**src/rtl/rec_fp_unpack.sv**
```systemverilog
// Converts a HardFloat 65-bit recoded FP value to its raw IEEE-754 64-bit pattern (singles NaN-boxed).
// One-cycle registered latency; no backpressure, an input is accepted every cycle.
module rec_fp_unpack #(
    parameter int rec_width_p = 65,
    parameter int raw_width_p = 64
) (
    input  logic                   clk_i,
    input  logic                   reset_i,
    input  logic                   v_i,
    input  logic [rec_width_p-1:0] rec_i,
    input  logic                   sp_not_dp_i,
    output logic                   v_o,
    output logic [raw_width_p-1:0] raw_o
);

    logic               s;
    logic [11:0]        x;
    logic [51:0]        f;
    logic [22:0]        g;
    logic signed [12:0] e;
    logic signed [12:0] dp_sh;
    logic signed [12:0] sp_sh;
    logic [10:0]        dp_exp;
    logic [7:0]         sp_exp;
    logic [51:0]        dp_den;
    logic [22:0]        sp_den;
    logic               is_zero;
    logic               is_special;
    logic               is_nan;
    logic [31:0]        sp;
    logic [63:0]        raw_n;

    always_comb begin
        s          = rec_i[64];
        x          = rec_i[63:52];
        f          = rec_i[51:0];
        g          = rec_i[51:29];
        e          = $signed({1'b0, x}) - 13'sd2048;
        is_zero    = (x[11:9] == 3'b000);
        is_special = (x[11:10] == 2'b11);
        is_nan     = is_special && x[9];

        // Shift distances are only consulted when e lies in the subnormal window,
        // where they are known positive and in range.
        dp_sh  = -13'sd1022 - e;
        sp_sh  = -13'sd126 - e;
        dp_exp = 11'(e + 13'sd1023);
        sp_exp = 8'(e + 13'sd127);
        dp_den = 52'({1'b1, f} >> dp_sh);
        sp_den = 23'({1'b1, g} >> sp_sh);

        sp = {s, 31'h0};
        if (is_zero)
            sp = {s, 31'h0};
        else if (is_special)
            sp = is_nan ? {s, 8'hFF, g} : {s, 8'hFF, 23'h0};
        else if (e > 13'sd127)
            sp = {s, 8'hFF, 23'h0};
        else if (e >= -13'sd126)
            sp = {s, sp_exp, g};
        else if (e >= -13'sd149)
            sp = {s, 8'h00, sp_den};
        else
            sp = {s, 31'h0};

        raw_n = {s, 63'h0};
        if (sp_not_dp_i)
            raw_n = {32'hFFFF_FFFF, sp};
        else if (is_zero)
            raw_n = {s, 63'h0};
        else if (is_special)
            raw_n = is_nan ? {s, 11'h7FF, f} : {s, 11'h7FF, 52'h0};
        else if (e > 13'sd1023)
            raw_n = {s, 11'h7FF, 52'h0};
        else if (e >= -13'sd1022)
            raw_n = {s, dp_exp, f};
        else if (e >= -13'sd1074)
            raw_n = {s, 11'h000, dp_den};
        else
            raw_n = {s, 63'h0};
    end

    always_ff @(posedge clk_i or posedge reset_i) begin
        if (reset_i) begin
            v_o   <= 1'b0;
            raw_o <= '0;
        end else begin
            v_o <= v_i;
            if (v_i)
                raw_o <= raw_n;
        end
    end

endmodule

```
**config.mk**
```make
export PLATFORM = sky130hd
export DESIGN_NAME = rec_fp_unpack
export DESIGN_NICKNAME = d
export VERILOG_FILES = /design/src/rtl/rec_fp_unpack.sv
export SDC_FILE = /design/constraint.sdc
export NUM_CORES = 1
export LEC_CHECK = 0
export ABC_AREA = 1
export CORE_UTILIZATION = 59
export CTS_BUF_LIST = sky130_fd_sc_hd__clkbuf_2
export DETAILED_ROUTE_END_ITERATION = 8
export HOLD_SLACK_MARGIN = 0.03
export PLACE_DENSITY = 0.89
export REMOVE_ABC_BUFFERS = 1
export SLEW_MARGIN = 20
export SYNTH_ARGS = -nofsm -noshare
export SYNTH_HDL_FRONTEND = slang
export SYNTH_SLANG_ARGS = --single-unit
```
**constraint.sdc**
```tcl
create_clock -name clk_i -period 2.8 [get_ports clk_i]
set_input_delay 0.56 -clock clk_i [delete_from_list [all_inputs] [get_ports clk_i]]
set_output_delay 0.56 -clock clk_i [all_outputs]
set_load 0.02 [all_outputs]
```
==> metrics.md, run 1 <==
| Metric | Value |
|---|---|
| Status | `aborted with a tool error` |
| Halt Stage | `5_1_grt` |
| Halt Reason | `[ERROR GRT-0116] Global routing finished with congestion. Check the congestion regions in the DRC Viewer.` |
| Global-route wire length before repair | `80.7 mm` |
| Yosys cell types | `43` |
| Syn. warnings | `0` |
| Vias in the first global route | `15.8k` |
| Htree depth | `3` |
| # hold bufs at CTS | `0` |
| Row cnt | `48` |
| Ports | `134` |
| Inserted Clock Buffers | `9` |
| GP Congestion | `1.21` |
| Die Width | `135 microns` |
| DP HPWL | `35.7 mm` |
| Clock Tree Root | `clkbuf_2` |
| Synth Register Bits | `65` |
| Sequential area share after synthesis | `15.7%` |
| Ys async rst share | `100%` |
| Leading register cell type out of synthesis | `dfrtp_1` |
| Cells after synthesis | `1,856` |
| Synth Area per Inst | `5.60 sq um` |
| Place WS | `-847 ps` |
| Die Y | `135 microns` |
| PortBufs | `133` |
| Worst-case clock buffer depth | `2` |
| CTS Sinks | `65` |
| GRT Total Usage | `57.9%` |
| Initial core utilization | `60.2%` |
| Total grt overflow | `3` |
| Mapped Area | `0.0104 sq mm` |
| Post-synth EDFFs | `0` |
| Largest net degree at the start of global routing | `75` |
per-layer routing:
layer	GRT overflow	GRT usage, %
met5	0	5.83
met4	1	53.4
met3	0	33.3
met2	2	81.7
met1	0	60.0
per-stage QoR:
stage,TNS [ps],cells,area [sq um]
after global placement,-27950,2306,13400
after CTS,0,2343,14000
after detailed placement,-33710,2306,13400
after floorplan,-217360,1704,9600
cells in the mapped netlist (4+ instances only):
cell / n / area [sq um]
clkbuf_1: 72 / 270
buf_1: 22 / 82.6
xor2_1: 9 / 78.8
nor3_1: 7 / 35.0
o211ai_1: 7 / 52.6
o22ai_1: 6 / 37.5
a21oi_1: 143 / 716
buf_4: 7 / 52.6
clkinv_1: 4 / 15.0
ha_1: 4 / 50.1
nor2_2: 14 / 87.6
nand4_2: 4 / 50.1
nand2_1: 629 / 2360
nand4_4: 11 / 234
dfrtp_1: 65 / 1630
nand3_2: 36 / 360
nor2_1: 99 / 372
buf_12: 4 / 80.1
buf_2: 37 / 185
buf_6: 9 / 101
nor2_4: 6 / 67.6
nand3_1: 327 / 1640
inv_2: 14 / 52.6
o21ai_0: 105 / 526
o21ai_1: 32 / 160
nand2_2: 6 / 37.5
inv_1: 55 / 206
nand4_1: 90 / 563
timing repair:
item | CTS
buffers inserted | 16
gates cloned | 5
pin swaps | 33
gates resized for setup | 69
setup endpoints to repair | 45
cells by family after synthesis:
logic type               synth area share (%)
AND/OR/NAND/NOR                          56.8
flip-flops                               15.7
AO/OA/AOI/OAI                            16.0
XOR/XNOR                                0.759
adder cells (fa/ha/maj)                 0.482
buffers and inverters                    10.3
==> inputs of run 2 (changes only) <==
- CORE_UTILIZATION: 59 -> 40
- CTS_BUF_LIST: sky130_fd_sc_hd__clkbuf_2 -> not set
- HOLD_SLACK_MARGIN: 0.03 -> not set
- PLACE_DENSITY: 0.89 -> not set
- PLACE_DENSITY_LB_ADDON: not set -> 0.15
==> metrics.md, run 2 <==
| Metric | Value |
|---|---|
| Max stage delay on crit path | `290 ps` |
| Wl on met1 | `22.1 mm` |
| Ports | `134` |
| Unrepaired setup endpoints after global routing | `true` |
| Die Y | `163 microns` |
| Layout Utilization | `67.9%` |
| Status | `finished, violations left` |
| CP endpoint kind | `register` |
| Kind of critical path | `in -> reg` |
| Worst-case clock buffer depth | `2` |
| Top cells by count, synth | `nand2_1, nand3_1, a21oi_1` |
| Clk_lat worst skew | `340 ps` |
| CP Data Required Time | `3070 ps` |
| Yosys cell types | `43` |
| Crit Path Max Fanout | `6` |
| GP Congestion | `1.05` |
| Crit-path leading delay family | `simple AND/OR/NAND/NOR gates` |
| Initial antenna violation count | `0` |
| Filler cells | `2,253` |
| Final Critical Period | `2870 ps` |
| Final worst slack | `-69.0 ps` |
| Slew margin rel. | `60.4%` |
| WP buf/inv | `7` |
| Max Fclk | `349 MHz` |
| Ys async rst share | `100%` |
| VDD IR max | `0.389 mV` |
| Top post-synthesis cells by area | `nand2_1, nand3_1, dfrtp_1` |
| Biggest regs | `raw_o: 64 flops, v_o: 1 flops` |
| Pwr per Cell Area | `331 mW/mm^2` |
| PortBufs | `133` |
| Htree depth | `3` |
| Slew Limit Fails | `0` |
| Overall Power | `5.69 mW` |
| Global-route wire length before repair | `83.8 mm` |
| Count leader, synth | `nand2_1` |
| Largest net degree at the start of global routing | `66` |
| Antenna-violating nets left | `0` |
| Most frequent cells in the layout | `nand2_1, buf_4, nand3_1` |
| Stages on the worst setup path | `23` |
| Inserted Clock Buffers | `9` |
| Die Width | `163 microns` |
| Core Region | `0.0253 sq mm` |
| CTS tree | `built` |
| WL met3 | `5.39 mm` |
| Clock Tree Root | `clkbuf_16` |
| Fin crit share | `102%` |
| Syn. warnings | `0` |
| Routed len/inst | `23.0 microns` |
| Setup TNS | `-471 ps` |
| Via count | `15.7k` |
| Most common library cell in the layout ignoring fill and taps | `nand2_1` |
| LEAKAGE | `7.75 nW` |
| Total grt overflow | `0` |
| Post-synth EDFFs | `0` |
| Crit-path cells | `dlygate4sd2_1, buf_6, nor2_1, inv_1, nand2_1, nand2_2, nor2_8, buf_12, buf_4, buf_12, buf_6, nand4_4, nand3_2, nand3_2, nand2_1, nand2_1, nand3_1, nand4_1, nand2_1, nand2_1, nand2_1, nand2_1, nand2_1` |
| Worst endpoint data arrival time | `3140 ps` |
| Failing checks | `setup timing` |
| CP dominant cell by count | `nand2_1` |
| Post-Route WL | `58.9 mm` |
| Area Overhead vs Synth | `65.6%` |
| DRC errors left | `0` |
| GRT Total Usage | `41.8%` |
| Actual slew at the worst max-slew pin | `593 ps` |
| Mapped Area | `0.0104 sq mm` |
| Sequential area share after synthesis | `15.7%` |
| Row cnt | `58` |
| DR vias/cell | `6.12` |
| Initial DRT Pass Iterations | `6` |
| Max cap viols | `0` |
| Initial core utilization | `41.0%` |
| Layout Skew | `0 ps` |
| R2R depth | `2` |
| Layout cell share with drive strength beyond 1 | `38.9%` |
| Max Used Layer | `met4` |
| Area leader, netlist | `nand2_1` |
| Max reg flops | `64` |
| DIE AREA | `0.0266 sq mm` |
| CTS Sinks | `65` |
| Top cell type's share of synthesized area | `22.7%` |
| CP max-delay cell | `dlygate4sd2_1` |
| DP HPWL | `43.2 mm` |
| Worst Hold Depth | `2` |
| Synth Register Bits | `65` |
| Cells after synthesis | `1,856` |
| Hold crit path type | `reg -> reg` |
| Biggest register | `raw_o` |
| Startpoint types | `primary input` |
| Smallest hold slack | `475 ps` |
| Vias in the first global route | `14.3k` |
| Leading register cell type out of synthesis | `dfrtp_1` |
| Nets | `2,293` |
| Place WS | `-989 ps` |
| Starting DRC count in detailed routing | `2,269` |
| Final setup fails | `13` |
| Clock Pin Slew Worst Setup and Hold Paths | `60 ps` |
| Final Hold Fails | `0` |
| Synth Area per Inst | `5.60 sq um` |
| Met2 wire length | `26.9 mm` |
==> run 2: cell counts after synthesis <==
No cell type changed its count.
==> run 2: stage by stage <==
stage	instance area [sq um]	cells
after floorplan	9600	1704
after global placement	14200	2491
after detailed placement	14200	2491
after CTS	15700	2538
after global routing	17200	2555
final	17200	2556
==> run 2: worst paths after layout <==
check / to / slack [ps] / from
min in group asynchronous: raw_o[56]$_DFFE_PP0P_ / 610 / reset_i
min reg2reg: raw_o[7]$_DFFE_PP0P_ / 480 / raw_o[7]$_DFFE_PP0P_
min: raw_o[7]$_DFFE_PP0P_ / 480 / raw_o[7]$_DFFE_PP0P_
max: raw_o[11]$_DFFE_PP0P_ / -70 / rec_i[62]
max reg2reg: raw_o[58]$_DFFE_PP0P_ / 2020 / raw_o[58]$_DFFE_PP0P_
max in group asynchronous: raw_o[27]$_DFFE_PP0P_ / 1880 / reset_i
==> run 2: final cells by class <==
class	instances	area [sq um]	share of cell area [%]
diodes	1	2.50	0.0145
clock buffers	9	225	1.31
clock inverters	7	104	0.604
inverters	74	323	1.88
multi-input cells	1566	9660	56.2
flip-flops and latches	65	1630	9.46
well taps	330	413	2.40
repair buffers	503	4830	28.1
repair inverters	1	11.3	0.0655
==> run 2: repair_timing <==
action,4_1_cts,5_1_grt
endpoints found under the setup margin,52,62
pin swaps,106,191
hold buffers,0,0
setup buffers,29,17
cloned,8,7
resized for setup,266,320
==> run 2: report_power, final <==
group          switching [mW]  total (mW)  internal [mW]
sequential             0.0759        1.12           1.05
combinational            2.01        3.31           1.30
clock                   0.465        1.25          0.789
total                    2.55        5.69           3.14
==> run 2: layer usage <==
metal  track usage, %  up-vias
li1                 -     7075
met1             51.4     7359
met2             67.9      982
met3             6.50      237
met4             26.5        0
met5                0        -
==> run 2: worst reg2reg max path, cell delays in order (launching register included) <==
cell and delay [ps]:
dfrtp_1 400, o21ai_0 160, o21ai_0 110
==> run 2: kinds of logic after synthesis <==
kind of cell             count (synthesis)  synth area share [%]
AND/OR/NAND/NOR                       1238                  56.8
AO/OA/AOI/OAI                          314                  16.0
buffers and inverters                  226                  10.3
flip-flops                              65                  15.7
XOR/XNOR                                 9                 0.759
adder cells (fa/ha/maj)                  4                 0.482
No activity file was read; power rests on OpenSTA's default activity.
